`config.mk`:
```
export PLATFORM = sky130hd
export DESIGN_NAME = bus_rr_arbiter
export DESIGN_NICKNAME = d
export VERILOG_FILES = /design/src/rtl/bus_rr_arbiter.sv
export SDC_FILE = /design/constraint.sdc
export NUM_CORES = 1
export LEC_CHECK = 0
export CAP_MARGIN = 20
export CORE_ASPECT_RATIO = 0.5
export CORE_MARGIN = 3
export CORE_UTILIZATION = 50
export DETAILED_ROUTE_END_ITERATION = 10
export GPL_TIMING_DRIVEN = 0
export HOLD_SLACK_MARGIN = 0.12
export PLACE_DENSITY = 0.92
export SLEW_MARGIN = 20
export SYNTH_ARGS = -nofsm -noshare
export SYNTH_HDL_FRONTEND = slang
export SYNTH_SLANG_ARGS = --single-unit
```
`constraint.sdc`:
```
create_clock -name clk -period 10.1 [get_ports clk]
set_input_delay 2.02 -clock clk [delete_from_list [all_inputs] [get_ports clk]]
set_output_delay 2.02 -clock clk [all_outputs]
set_load 0.01 [all_outputs]
```
`src/rtl/bus_rr_arbiter.sv`:
```
// bus_rr_arbiter: round-robin share of one simple target bus between N_REQ
// requesters, one outstanding downstream access, watchdog error response.
// Ports:
//   clk, rst        clock, synchronous active-high reset
//   up_*            per-requester request pulses in, ready/rvalid pulses out,
//                   shared up_rdata, up_busy = slot occupied
//   dn_*            replayed request out, dn_ready/dn_rvalid/dn_rdata in
//   gnt_id          requester currently granted
//   clr_err         clears sticky err_timeout / err_overrun
module bus_rr_arbiter #(
  parameter int          N_REQ          = 2,
  parameter int          TIMEOUT_CYCLES = 64,
  parameter logic [31:0] ERR_RDATA      = 32'hDEAD_BEEF
) (
  input  logic                     clk,
  input  logic                     rst,
  input  logic [N_REQ-1:0]         up_valid,
  input  logic [N_REQ-1:0]         up_write,
  input  logic [N_REQ*32-1:0]      up_addr,
  input  logic [N_REQ*32-1:0]      up_wdata,
  input  logic [N_REQ*4-1:0]       up_wstrb,
  output logic [N_REQ-1:0]         up_ready,
  output logic [N_REQ-1:0]         up_rvalid,
  output logic [31:0]              up_rdata,
  output logic [N_REQ-1:0]         up_busy,
  output logic                     dn_valid,
  output logic                     dn_write,
  output logic [31:0]              dn_addr,
  output logic [31:0]              dn_wdata,
  output logic [3:0]               dn_wstrb,
  input  logic                     dn_ready,
  input  logic                     dn_rvalid,
  input  logic [31:0]              dn_rdata,
  output logic [$clog2(N_REQ)-1:0] gnt_id,
  input  logic                     clr_err,
  output logic                     err_timeout,
  output logic [N_REQ-1:0]         err_overrun
);

  localparam int GW = $clog2(N_REQ);
  localparam int CW = $clog2(TIMEOUT_CYCLES);

  typedef enum logic [1:0] {
    S_IDLE,
    S_ISSUE,
    S_WAIT
  } state_t;

  state_t r_state;
  state_t w_next;

  logic [N_REQ-1:0] r_full;
  logic [N_REQ-1:0] r_wr;
  logic [31:0]      r_addr  [N_REQ];
  logic [31:0]      r_wdata [N_REQ];
  logic [3:0]       r_strb  [N_REQ];

  logic [GW-1:0]    r_gnt;
  logic [GW-1:0]    r_ptr;
  logic [GW-1:0]    w_sel;
  logic [GW-1:0]    w_idx;
  logic             w_found;
  logic             w_grant;
  logic             w_resp;
  logic             w_tmo;
  logic             w_done;
  logic [CW-1:0]    r_cnt;

  logic             r_dn_write;
  logic [31:0]      r_dn_addr;
  logic [31:0]      r_dn_wdata;
  logic [3:0]       r_dn_wstrb;
  logic [N_REQ-1:0] r_up_ready;
  logic [N_REQ-1:0] r_up_rvalid;
  logic [31:0]      r_up_rdata;
  logic [N_REQ-1:0] r_ovr;
  logic             r_tmo_err;

  // Scan from the far end toward r_ptr+1 so the nearest full slot
  // after the last grant is the final assignment.
  always_comb begin
    w_found = 1'b0;
    w_sel   = '0;
    w_idx   = '0;
    for (int k = N_REQ; k >= 1; k--) begin
      w_idx = GW'((int'(r_ptr) + k) % N_REQ);
      if (r_full[w_idx]) begin
        w_found = 1'b1;
        w_sel   = w_idx;
      end
    end
  end

  assign w_resp = r_dn_write ? dn_ready : dn_rvalid;
  assign w_tmo  = (r_cnt == CW'(TIMEOUT_CYCLES - 1));
  assign w_done = (r_state == S_WAIT) && (w_resp || w_tmo);

  always_ff @(posedge clk) begin
    if (rst) r_state <= S_IDLE;
    else     r_state <= w_next;
  end

  always_comb begin
    w_next  = r_state;
    w_grant = 1'b0;
    unique case (r_state)
      S_IDLE: begin
        if (w_found) begin
          w_grant = 1'b1;
          w_next  = S_ISSUE;
        end
      end
      S_ISSUE: w_next = S_WAIT;
      S_WAIT:  if (w_done) w_next = S_IDLE;
      default: w_next = S_IDLE;
    endcase
  end

  always_ff @(posedge clk) begin
    if (rst || r_state != S_WAIT || w_done) r_cnt <= '0;
    else                                    r_cnt <= r_cnt + 1'b1;
  end

  // A completion always belongs to a full slot, so set and clear
  // never target the same slot on one edge.
  always_ff @(posedge clk) begin
    if (rst) begin
      r_full <= '0;
      r_ovr  <= '0;
    end else begin
      for (int i = 0; i < N_REQ; i++) begin
        if (up_valid[i] && !r_full[i]) r_full[i] <= 1'b1;
      end
      if (w_done) r_full[r_gnt] <= 1'b0;
      r_ovr <= (up_valid & r_full) | (r_ovr & {N_REQ{~clr_err}});
    end
  end

  always_ff @(posedge clk) begin
    for (int i = 0; i < N_REQ; i++) begin
      if (up_valid[i] && !r_full[i]) begin
        r_wr[i]    <= up_write[i];
        r_addr[i]  <= up_addr[32*i +: 32];
        r_wdata[i] <= up_wdata[32*i +: 32];
        r_strb[i]  <= up_wstrb[4*i +: 4];
      end
    end
  end

  always_ff @(posedge clk) begin
    if (rst) begin
      r_gnt      <= '0;
      r_ptr      <= GW'(N_REQ - 1);
      r_dn_write <= 1'b0;
      r_dn_addr  <= '0;
      r_dn_wdata <= '0;
      r_dn_wstrb <= '0;
    end else if (w_grant) begin
      r_gnt      <= w_sel;
      r_ptr      <= w_sel;
      r_dn_write <= r_wr[w_sel];
      r_dn_addr  <= r_addr[w_sel];
      r_dn_wdata <= r_wdata[w_sel];
      r_dn_wstrb <= r_wr[w_sel] ? r_strb[w_sel] : 4'h0;
    end
  end

  always_ff @(posedge clk) begin
    if (rst) begin
      r_up_ready  <= '0;
      r_up_rvalid <= '0;
      r_up_rdata  <= '0;
      r_tmo_err   <= 1'b0;
    end else begin
      r_up_ready  <= '0;
      r_up_rvalid <= '0;
      if (w_done) begin
        if (r_dn_write) begin
          r_up_ready[r_gnt] <= 1'b1;
        end else begin
          r_up_rvalid[r_gnt] <= 1'b1;
          r_up_rdata <= w_resp ? dn_rdata : ERR_RDATA;
        end
      end
      r_tmo_err <= (w_done & ~w_resp) | (r_tmo_err & ~clr_err);
    end
  end

  assign dn_valid    = (r_state == S_ISSUE);
  assign dn_write    = r_dn_write;
  assign dn_addr     = r_dn_addr;
  assign dn_wdata    = r_dn_wdata;
  assign dn_wstrb    = r_dn_wstrb;
  assign up_ready    = r_up_ready;
  assign up_rvalid   = r_up_rvalid;
  assign up_rdata    = r_up_rdata;
  assign up_busy     = r_full;
  assign gnt_id      = r_gnt;
  assign err_timeout = r_tmo_err;
  assign err_overrun = r_ovr;

endmodule

```
== Word-level counts from Yosys, hierarchy flattened ==
Memory sizes are Yosys's and may differ from the RTL's. A register that Yosys moved wholly into a read port is not among the register bits.
Index checks and enable logic that the tools add are counted.
Operators by class
  order comparisons: 5
  divide/modulo/power cells: 0
  equality and inequality tests: 6
  shift-type cells: 0
  multiply operators: 0
  bitwise logic cells: 12
  multiplexer cells: 29
  reductions and logical operators: 14
  add/subtract/negate cells: 3
Operator list (number)
  two-way mux 32 bit: 1
  two-way mux 1 bit: 22
  < comparator 1 x 2 -> 1 bit (second input constant): 4
  adder 6 x 1 -> 6 bit (second input constant): 1
  AND 2 bit: 3
  == test 6 bit (second input constant): 1
  two-way mux 2 bit: 3
  != test 2 bit (second input constant): 3
  case mux 2 bit (3 select lines): 1
  OR reduction 3 bit: 2
  logical AND 1 bit: 4
  two-way mux 4 bit: 1
  inverter 1 bit: 4
  AND reduction 2 bit: 2
  logical OR 1 bit: 3
  adder 1 bit (second input constant): 2
  AND 1 bit: 2
  == test 2 x 1 -> 1 bit (second input constant): 1
  == test 2 bit (second input constant): 1
  logical NOT 1 bit: 2
  logical NOT 2 bit: 1
  inverter 2 bit: 1
  OR 2 bit: 1
  demux 1 bit (select 1 bit): 1
  2 further kinds: 2
Storage, ports and cells
  register bits: 58
  bits of input ports: 177
  logic and storage cells: 86
  latch bits: 0
  memories: 3
  ROM bits: 0
  RAM bits: 136
Memory list
  r_addr: depth 2, bits a word 32, rd ports 1, clocked after memory_dff 1, write ports 2, line 54  | logic [31:0] r_addr [N_REQ];
  r_wdata: depth 2, bits a word 32, rd ports 1, clocked after memory_dff 1, write ports 2, line 55  | logic [31:0] r_wdata [N_REQ];
  r_strb: depth 2, bits a word 4, rd ports 1, clocked after memory_dff 0, write ports 2, line 56  | logic [3:0] r_strb [N_REQ];

== Logic depth before layout (Yosys ltp) ==
Gate-level depths: netlist of the first run.
  depth after elaboration: 8
  mapped depth: 6
  depth with buffers taken out: 4

== Least setup slack after synthesis of the first run ==
Ideal clock, no wire load.
  path type: input -> register
  start: input port up_valid[1]
  end: memory r_addr[1][0] (enable)
  setup time: 504 ps
  buffers on the path: 0
  data required time: 9596 ps
  stages on the path: 1
  arrival: 5048 ps
  setup slack: 4548 ps
  cell sequence: nor2b_1
RTL lines
  from (decl): line 17  | input logic [N_REQ-1:0] up_valid,
  to (decl): line 54

== Worst setup path after layout of the first run ==
  start: register r_state[0]
  end: output port dn_valid
Between the ends
  longest elaborated chain between the ends: 1
Ends and longest elaborated chain
  from (decl): line 49  | state_t r_state;
  from (signal assigned): line 100  | else r_state <= w_next;
  == test 2 x 1 -> 1 bit: line 189  | assign dn_valid = (r_state == S_ISSUE);
  to (decl): line 26  | output logic dn_valid,
Every way passes these cells.

==> run metrics, run 1 <==
status=complete, no violations; Tmin final=3850 ps; # rows=34; Num CTS Buffers=22; CP arrival=1830 ps; Detailed Route Iter0 Violations=550; worst r2r dst=dn_addr[24]; WHS Endpoint=up_rdata[13]; Setup crit start kind=flip-flop; R2R Setup Slk=7870 ps; Final Setup Violations=0; hold violation total from the final report=0; Max FO, Critical Path=8; total of max-cap violations=0; worst vdd ir=0.120 mV; P per Cell Area=186 nW/µm²; worst skew pair latency=510 ps; largest net degree at the start of global routing=28; via total after detailed routing=7799; hold path startpoint=up_rdata[13]; most frequent cells in the layout=clkdlybuf4s50_1, nand2_1, edfxtp_1, dfxtp_1, a21oi_1; placed cells=1286; Design Power=2.46 mW; initial antenna violation count=0; Initial Utilization=52.0%; sw frac=25.6%; Seq/Total Area, Yosys=71.1%; Flop pwr share=50.3%; Slew Limit Fails=0; worst reg2reg path depth=4; Hold Slack=459 ps; Routed WL=29.3 mm; GRT overflow=0; # fillers=1076; post-CTS setup buffer count=0; Reg clk slew, reported paths=70 ps; Place WS=6190 ps; antenna-violating nets left=0; Mapped Area=9210 µm²; Relative slew margins=39.9%; Clock Skew=10.7 ps; Setup WS post-layout=6250 ps; syn_nets=937; Crit Reg-Reg Startpoint=r_state[0]; Worst Hold Class=reg2reg; Hold Buf Count CTS=0; DRC=0; die area=20200 µm²; number of synthesized register bits=258; chip width=198 µm; fmax=260 MHz; Via density=5.88; router iterations before antenna repair=5; CTS sink cnt=258; Critical Path End Type=output port; Area Overhead vs Synth=43.3%; WL/cell=22.1 µm; Req. time, crit path=8080 ps; Port Buffers=287; CTS tree=yes; post-synth cell types=35; H-tree depth=1; HPWL after DPL=19.9 mm; GRT Resource Usage Total=28.2%; worst slew pin tran=898 ps; Setup CP Type=reg2out; asr flop ratio synth=0%; combinational share of power=16.8%; Layout Utilization=74.6%; io pins=289; layout cells sized above 1=5.13%; commonest non-fill, non-tap cell in the layout=clkdlybuf4s50_1; Cells after Synth=759; Final #Nets=1254; setup_tns=0 ps; Synth Area per Inst=12.1 µm²; Max Root-Sink Buffers=3; Int Pwr=1.83 mW; P_leak=4.57 nW; RSZ-0062 raised after global routing=false; period utilization=38.1%; post-cts sizing count=0; Die H=102 µm; number of global-route vias before repair=8015; Final Wtd Congestion=0.834; Hold Path Stages=2; Synth warnings=0; first-pass GRT wire length=44.3 mm; Clk pwr share=32.9%; placed cell areas=12500 µm²; Core Box Area=17700 µm²; Post-synth EDFFs=138; fin area=13200 µm²; Post-Layout Cell Count=1326; Clock Tree Root=clkbuf_16; top_reg_cell synth=edfxtp_1; sw power=628 µW; n_diodes=0
[Yosys cell counts (all sizes together) (2+ instances only)]
cell type | n | area [µm²]
nor3 | 4 | 20.0
nor2 | 13 | 48.8
and4 | 2 | 17.5
nor3b | 4 | 30.0
xor2 | 2 | 17.5
nand2b | 2 | 12.5
a21oi | 80 | 400
clkbuf | 48 | 181
o21ai | 26 | 130
a211oi | 3 | 22.5
a22oi | 2 | 15.0
or2 | 2 | 12.5
nand2 | 143 | 537
dfxtp | 120 | 2400
buf | 13 | 77.6
nor2b | 4 | 25.0
nand3 | 11 | 55.1
a311oi | 79 | 698
nand4 | 2 | 12.5
edfxtp | 138 | 4140
a31oi | 23 | 144
inv | 28 | 105
[cell type report]
class / count / area [µm²] / area share [%]
sequential: 258 / 6550 / 49.6
timing repair buffer: 293 / 3020 / 22.9
multi-input combinational: 412 / 2310 / 17.5
clock buffer: 33 / 633 / 4.80
tap: 234 / 293 / 2.22
buffer: 61 / 259 / 1.96
inverter: 28 / 105 / 0.797
clock inverter: 7 / 31.3 / 0.237
[power groups by stage]
stage | combinational [mW] | sequential (mW) | clock [mW]
final | 0.413 | 1.24 | 0.808
after global routing | 0.437 | 1.24 | 0.858
after CTS | 0.409 | 1.23 | 0.813
after detailed placement | 0.401 | 1.25 | 0
after global placement | 0.374 | 1.26 | 0
after floorplan | 0.145 | 1.27 | 0
[registers in the layout, indices dropped and copies added, names as in the netlist]
| signal | count |
|---|---|
| dn_write | 1 |
| r_wr | 2 |
| r_ptr | 1 |
| r_strb | 8 |
| dn_wdata | 32 |
| r_state | 2 |
| up_rvalid | 2 |
| up_ready | 2 |
| err_timeout | 1 |
| gnt_id | 1 |
| r_addr | 64 |
| err_overrun | 2 |
| up_rdata | 32 |
| dn_addr | 32 |
| r_cnt | 6 |
| up_busy | 2 |
| dn_wstrb | 4 |
| r_wdata | 64 |
[how the worst max path moves through the flow]
stage / start / to / cells past startpoint
2_1_floorplan: up_valid[1] / r_addr[1][0] / 1
3_3_place_gp: up_valid[0] / r_wdata[0][18] / 2
3_5_place_dp: up_valid[0] / r_wdata[0][15] / 5
4_1_cts: r_state[0] / dn_valid / 2
5_1_grt: r_state[0] / dn_valid / 2
6_report: r_state[0] / dn_valid / 2
[kinds of logic after synthesis]
family / Yosys count / synth area share, %
flops: 258 / 71.1
compound gates: 217 / 15.7
xor+xnor: 3 / 0.285
simple gates: 190 / 8.68
mux: 1 / 0.109
buf+inv: 89 / 3.95
fa+ha+maj: 1 / 0.136
[layer usage]
| metal | share of wire (%) | global-route usage [%] | wire [µm] |
|---|---|---|---|
| met1 | 37 | 32.9 | 10700 |
| met2 | 50 | 50.7 | 14600 |
| met3 | 8.3 | 6.42 | 2440 |
| met4 | 5.3 | 13.3 | 1560 |
| met5 | 0 | 0 | 0 |
[critical path, cell delays in order, from the launching register on]
cell and delay [ps]:
dfxtp_1 490, nor2b_1 240, clkdlybuf4s50_1 590
(Power assumes the default switching activity.)
==> run 2, diff against run 1 <==
--- a/config.mk
+++ b/config.mk
@@ -8,11 +8,11 @@
 export CAP_MARGIN = 20
 export CORE_ASPECT_RATIO = 0.5
 export CORE_MARGIN = 3
-export CORE_UTILIZATION = 50
+export CORE_UTILIZATION = 42
 export DETAILED_ROUTE_END_ITERATION = 10
 export GPL_TIMING_DRIVEN = 0
 export HOLD_SLACK_MARGIN = 0.12
-export PLACE_DENSITY = 0.92
+export PLACE_DENSITY = 0.83
 export SLEW_MARGIN = 20
 export SYNTH_ARGS = -nofsm -noshare
 export SYNTH_HDL_FRONTEND = slang
==> constraint.sdc (replaced) <==
create_clock -name clk -period 3.16 [get_ports clk]
set_input_delay 0.632 -clock clk [delete_from_list [all_inputs] [get_ports clk]]
set_output_delay 0.632 -clock clk [all_outputs]
set_load 0.01 [all_outputs]
==> run 2 against run 1 <==
  * Sequential power grew to 3.2 times the previous value
  * Power grew to 3.3 times the previous value
  * Clock skew is essentially flat
  * Global-route usage shrank 5.5 points
  * Routed wire length shrank 4.8%
  * Via count shrank 4.3%
  * Sequential share of layout area shrank 0.60 points
  * Critical path type unchanged
==> run metrics, run 2 (same netlist as run 1, synthesis figures left out) <==
status=complete, no violations; Worst Hold Class=reg2reg; largest net degree at the start of global routing=26; Final #Nets=1254; Crit Reg-Reg Startpoint=up_busy[1]; Core Box Area=21000 µm²; R2R Setup Slk=910 ps; Max FO, Critical Path=8; Die H=111 µm; Req. time, crit path=2530 ps; commonest non-fill, non-tap cell in the layout=clkdlybuf4s50_1; Max Root-Sink Buffers=3; WP buf/inv=1; Port Buffers=287; GRT Resource Usage Total=22.7%; worst-path cell chain=nor2b_1 > clkdlybuf4s50_1; top flop regs=r_addr x64, r_wdata x64; Place WS=486 ps; Largest delay share family, worst path=buffers and inverters; worst reg2reg path depth=4; Via density=5.37; die area=23800 µm²; CP arrival=1740 ps; area of the multi-input gates=2310 µm²; Reg clk slew, reported paths=60 ps; Final Wtd Congestion=0.827; period utilization=74.9%; GRT overflow=0; io pins=289; total of max-cap violations=0; Final Setup Violations=0; CP peak stage delay=590 ps; Hold Buf Count CTS=0; antenna-violating nets left=0; Critical Path End Type=output port; Initial Utilization=43.8%; Tmin final=2370 ps; Num CTS Buffers=24; Clock Tree Root=clkbuf_16; fmax=422 MHz; most frequent cells in the layout=clkdlybuf4s50_1, nand2_1, edfxtp_1, dfxtp_1, a21oi_1; worst skew pair latency=520 ps; CP max stage cell=clkdlybuf4s50_1; Setup CP Type=reg2out; WL/cell=20.1 µm; Detailed Route Iter0 Violations=528; initial antenna violation count=3; Setup crit start kind=flip-flop; Clock Skew=11.1 ps; hold violation total from the final report=0; P_leak=4.60 nW; first-pass GRT wire length=42.9 mm; CTS tree=yes; H-tree depth=1; post-CTS setup buffer count=0; P per Cell Area=615 nW/µm²; Slew Limit Fails=0; # fillers=1612; chip width=215 µm; Routed WL=27.9 mm; Area Overhead vs Synth=45.1%; router iterations before antenna repair=5; via total after detailed routing=7461; Setup WS post-layout=792 ps; WHS Endpoint=up_rdata[15]; post-cts sizing count=0; number of global-route vias before repair=7572; worst vdd ir=0.401 mV; Relative slew margins=46.6%; hold path startpoint=up_rdata[15]; # rows=37; RSZ-0062 raised after global routing=false; layout cells sized above 1=5.21%; Register Area=6550 µm²; HPWL after DPL=19.8 mm; DRC=0; setup_tns=0 ps; CTS sink cnt=258; worst slew pin tran=799 ps; Hold Path Stages=2; worst r2r dst=dn_addr[10]
==> run 2: power breakdown <==
part           switching (mW)  total, mW  internal (mW)  leakage, nW
clock                    1.23       2.98           1.75        0.387
sequential              0.130       3.94           3.81         2.30
combinational           0.652       1.29          0.636         1.91
total                    2.01       8.21           6.19         4.60
==> run 2: worst max path at each step <==
stage	cells past startpoint	slack, ps	start	to
finish	2	790	r_state[0]	dn_valid
global route	2	710	r_state[0]	dn_valid
CTS	2	770	r_state[0]	dn_valid
detailed placement	4	490	up_valid[0]	r_wdata[0][18]
global placement	2	-1280	up_valid[1]	r_wdata[1][13]
floorplan	1	290	up_valid[1]	r_addr[1][0]
==> run 2: worst register-to-register path: stages (launching register included) <==
cell,delay (ps)
dfxtp_1,540
a21boi_2,530
clkbuf_1,460
nand2_1,170
a311oi_1,410
==> run 2: routing by layer <==
layer	track usage [%]	up-vias	wire [µm]
li1	-	3458	-
met1	26.8	3652	11000
met2	41.0	280	14200
met3	4.33	71	1530
met4	9.19	0	1170
met5	0	-	0
==> run 2: stage by stage <==
| stage | total power [mW] | cells | hold slack (ps) | area [µm²] | util (%) |
|---|---|---|---|---|---|
| after floorplan | 4.52 | 759 | 432 | 9210 | - |
| final | 8.21 | 1389 | 458 | 13400 | 63.5 |
| after detailed placement | 5.28 | 1342 | 447 | 12500 | 59.7 |
| after CTS | 8.25 | 1386 | 457 | 13300 | 63.5 |
| after global routing | 8.49 | 1389 | 471 | 13400 | 63.5 |
| after global placement | 5.22 | 1338 | 445 | 12400 | 59.2 |
==> run 2: final cells by class <==
class / count / share of cell area (%)
clock inverter: 10 / 0.956
buffer: 61 / 1.94
inverter: 28 / 0.787
clock buffer: 34 / 5.09
sequential: 258 / 49.0
antenna: 3 / 0.0562
multi-input combinational: 412 / 17.3
tap: 292 / 2.74
timing repair buffer: 291 / 22.1
==> run 3, diff against run 2 <==
==> constraint.sdc (replaced) <==
create_clock -name clk -period 1.9 [get_ports clk]
set_input_delay 0.38 -clock clk [delete_from_list [all_inputs] [get_ports clk]]
set_output_delay 0.38 -clock clk [all_outputs]
set_load 0.01 [all_outputs]
==> run 3 against run 2 <==
  * Flip-flop and latch count unchanged
  * First-iteration DRC count increased by 25%
  * Sequential share of layout area down 0.24 points
  * Final area increased by 0.71%
  * Count of clock-buffer cells in the layout increased by 2
  * Non-clock buffer count did not move
  * Final cell count hardly changed
  * Clock power increased by 63%
  * Setup slack worse by 750 ps
  * Die area unchanged
==> run metrics, run 3 (same netlist as run 1, synthesis figures left out) <==
status=complete, no violations; DRC=0; Clock Skew=14.9 ps; fmax=538 MHz; router iterations before antenna repair=5; H-tree depth=1; Detailed Route Iter0 Violations=661; hold path startpoint=up_wdata[1]; Clock Tree Root=clkbuf_16; die area=23800 µm²; Max Root-Sink Buffers=3; Area Overhead vs Synth=46.1%; Clk pwr share=35.8%; Layout Utilization=64.0%; post-CTS setup buffer count=0; Hold Path Stages=1; Largest delay share family, worst path=buffers and inverters; commonest non-fill, non-tap cell in the layout=clkdlybuf4s50_1; antenna-violating nets left=0; Worst Hold Class=in2reg; Routed WL=28.2 mm; Tmin final=1860 ps; # rows=37; CTS tree=yes; layout cells sized above 1=7.33%; io pins=289; placed cells=1343; combinational share of power=15.9%; R2R Setup Slk=90 ps; GRT overflow=0; Final Setup Violations=0; period utilization=97.9%; worst reg2reg path depth=6; worst skew pair latency=520 ps; number of global-route vias before repair=7723; Crit Reg-Reg Startpoint=r_cnt[0]; top flop regs=r_addr x64, r_wdata x64; Hold Buf Count CTS=0; Num CTS Buffers=23; CP arrival=1480 ps; Max FO, Critical Path=2; worst-path cell chain=clkdlybuf4s50_1; Via density=5.42; initial antenna violation count=5; Flop pwr share=48.3%; # fillers=1563; Reg clk slew, reported paths=70 ps; Int Pwr=10.2 mW; total of max-cap violations=0; Setup crit start kind=flip-flop; CP max stage cell=clkdlybuf4s50_1; Req. time, crit path=1520 ps; CP peak stage delay=610 ps; first-pass GRT wire length=43.2 mm; fin area=13400 µm²; Slew Limit Fails=0; Critical Path End Type=output port; Port Buffers=287; worst slew pin tran=697 ps; Setup CP Type=reg2out; chip width=215 µm; worst r2r dst=up_rdata[6]; Relative slew margins=53.4%; HPWL after DPL=20.1 mm; WP buf/inv=1; Final Wtd Congestion=0.870; P per Cell Area=1010 nW/µm²; Place WS=-454 ps; via total after detailed routing=7522; Setup WS post-layout=40.3 ps; sw frac=24.7%; Final #Nets=1253; Core Box Area=21000 µm²; Post-Layout Cell Count=1388; hold violation total from the final report=0; GRT Resource Usage Total=22.8%; largest net degree at the start of global routing=27; Initial Utilization=43.8%; P_leak=4.71 nW; WHS Endpoint=r_wdata[0][1]; CTS sink cnt=258; worst vdd ir=0.555 mV; sw power=3.35 mW; WL/cell=20.3 µm; Die H=111 µm; most frequent cells in the layout=clkdlybuf4s50_1, nand2_1, edfxtp_1, dfxtp_1, a21oi_1; placed cell areas=12600 µm²
## run 3: cell count changes in the layout (fill, tap and decap cells not counted), moves of 2 or more
cell / previous run / this run
clkinv_1: 5 / 0
clkbuf_2: 1 / 12
dfxtp_2: 0 / 2
dlymetal6s2s_1: 0 / 3
clkdlybuf4s50_1: 287 / 283
dfxtp_4: 0 / 3
dfxtp_1: 120 / 115
buf_12: 4 / 2
buf_16: 0 / 3
clkbuf_1: 54 / 43
nor2_1: 13 / 11
clkinv_2: 0 / 2
## run 3: metal layers
metal,up-vias,track usage (%),part of all wire (%)
met2,318,40.4,52
met5,-,0,0.046
met4,2,9.28,4.0
met1,3690,27.5,38
met3,75,4.49,6.1
li1,3437,-,-
## run 3: layout make-up
type	count	area [µm²]	share of cell area [%]
Multi-Input combinational cell	412	2340	17.4
Clock buffer	36	697	5.18
Inverter	28	105	0.781
Clock inverter	6	95.1	0.707
Buffer	60	272	2.02
Antenna cell	4	10.0	0.0744
Sequential cell	258	6560	48.8
Tap cell	292	365	2.72
Timing Repair Buffer	292	3000	22.3
## run 3: how the worst max path moves through the flow
stage	from	end	depth (start not counted)
2_1_floorplan	up_busy[0]	r_addr[0][0]	1
3_3_place_gp	up_valid[1]	r_wdata[1][17]	2
3_5_place_dp	up_valid[0]	r_wdata[0][16]	4
4_1_cts	up_busy[0]	up_busy[0]	1
5_1_grt	r_cnt[0]	up_rdata[11]	6
6_report	dn_wdata[4]	dn_wdata[4]	1
## run 3: through the flow
| stage | TNS, ps | hold slack, ps | total power, mW |
|---|---|---|---|
| floorplan | 0 | 432 | 7.51 |
| global placement | -157470 | 443 | 8.67 |
| detailed placement | -43960 | 448 | 8.79 |
| CTS | 0 | 388 | 13.6 |
| global route | -58.1 | 389 | 14.1 |
| finish | 0 | 412 | 13.6 |
## run 3: power by group through the flow
stage	logic, mW	registers [mW]	clock network (mW)
6_report	2.16	6.56	4.87
5_1_grt	2.31	6.60	5.20
4_1_cts	2.14	6.55	4.95
3_5_place_dp	2.13	6.67	0
3_3_place_gp	2.01	6.66	0
2_1_floorplan	0.777	6.74	0
## run 3: timing repair
item | 4_1_cts | 5_1_grt
setup endpoints to repair | 85 | 90
cloned | 0 | 0
resized for setup | 16 | 23
pin swaps | 0 | 0
## run 3: worst reg2reg max path: cells and delay by family (launching register included)
family | cells | cell delay [ps]
DFF | 1 | 410
adders and majority gates | 1 | 190
AOI/OAI and AO/OA | 1 | 170
and+or+nand+nor | 2 | 610
buffers and inverters | 2 | 360
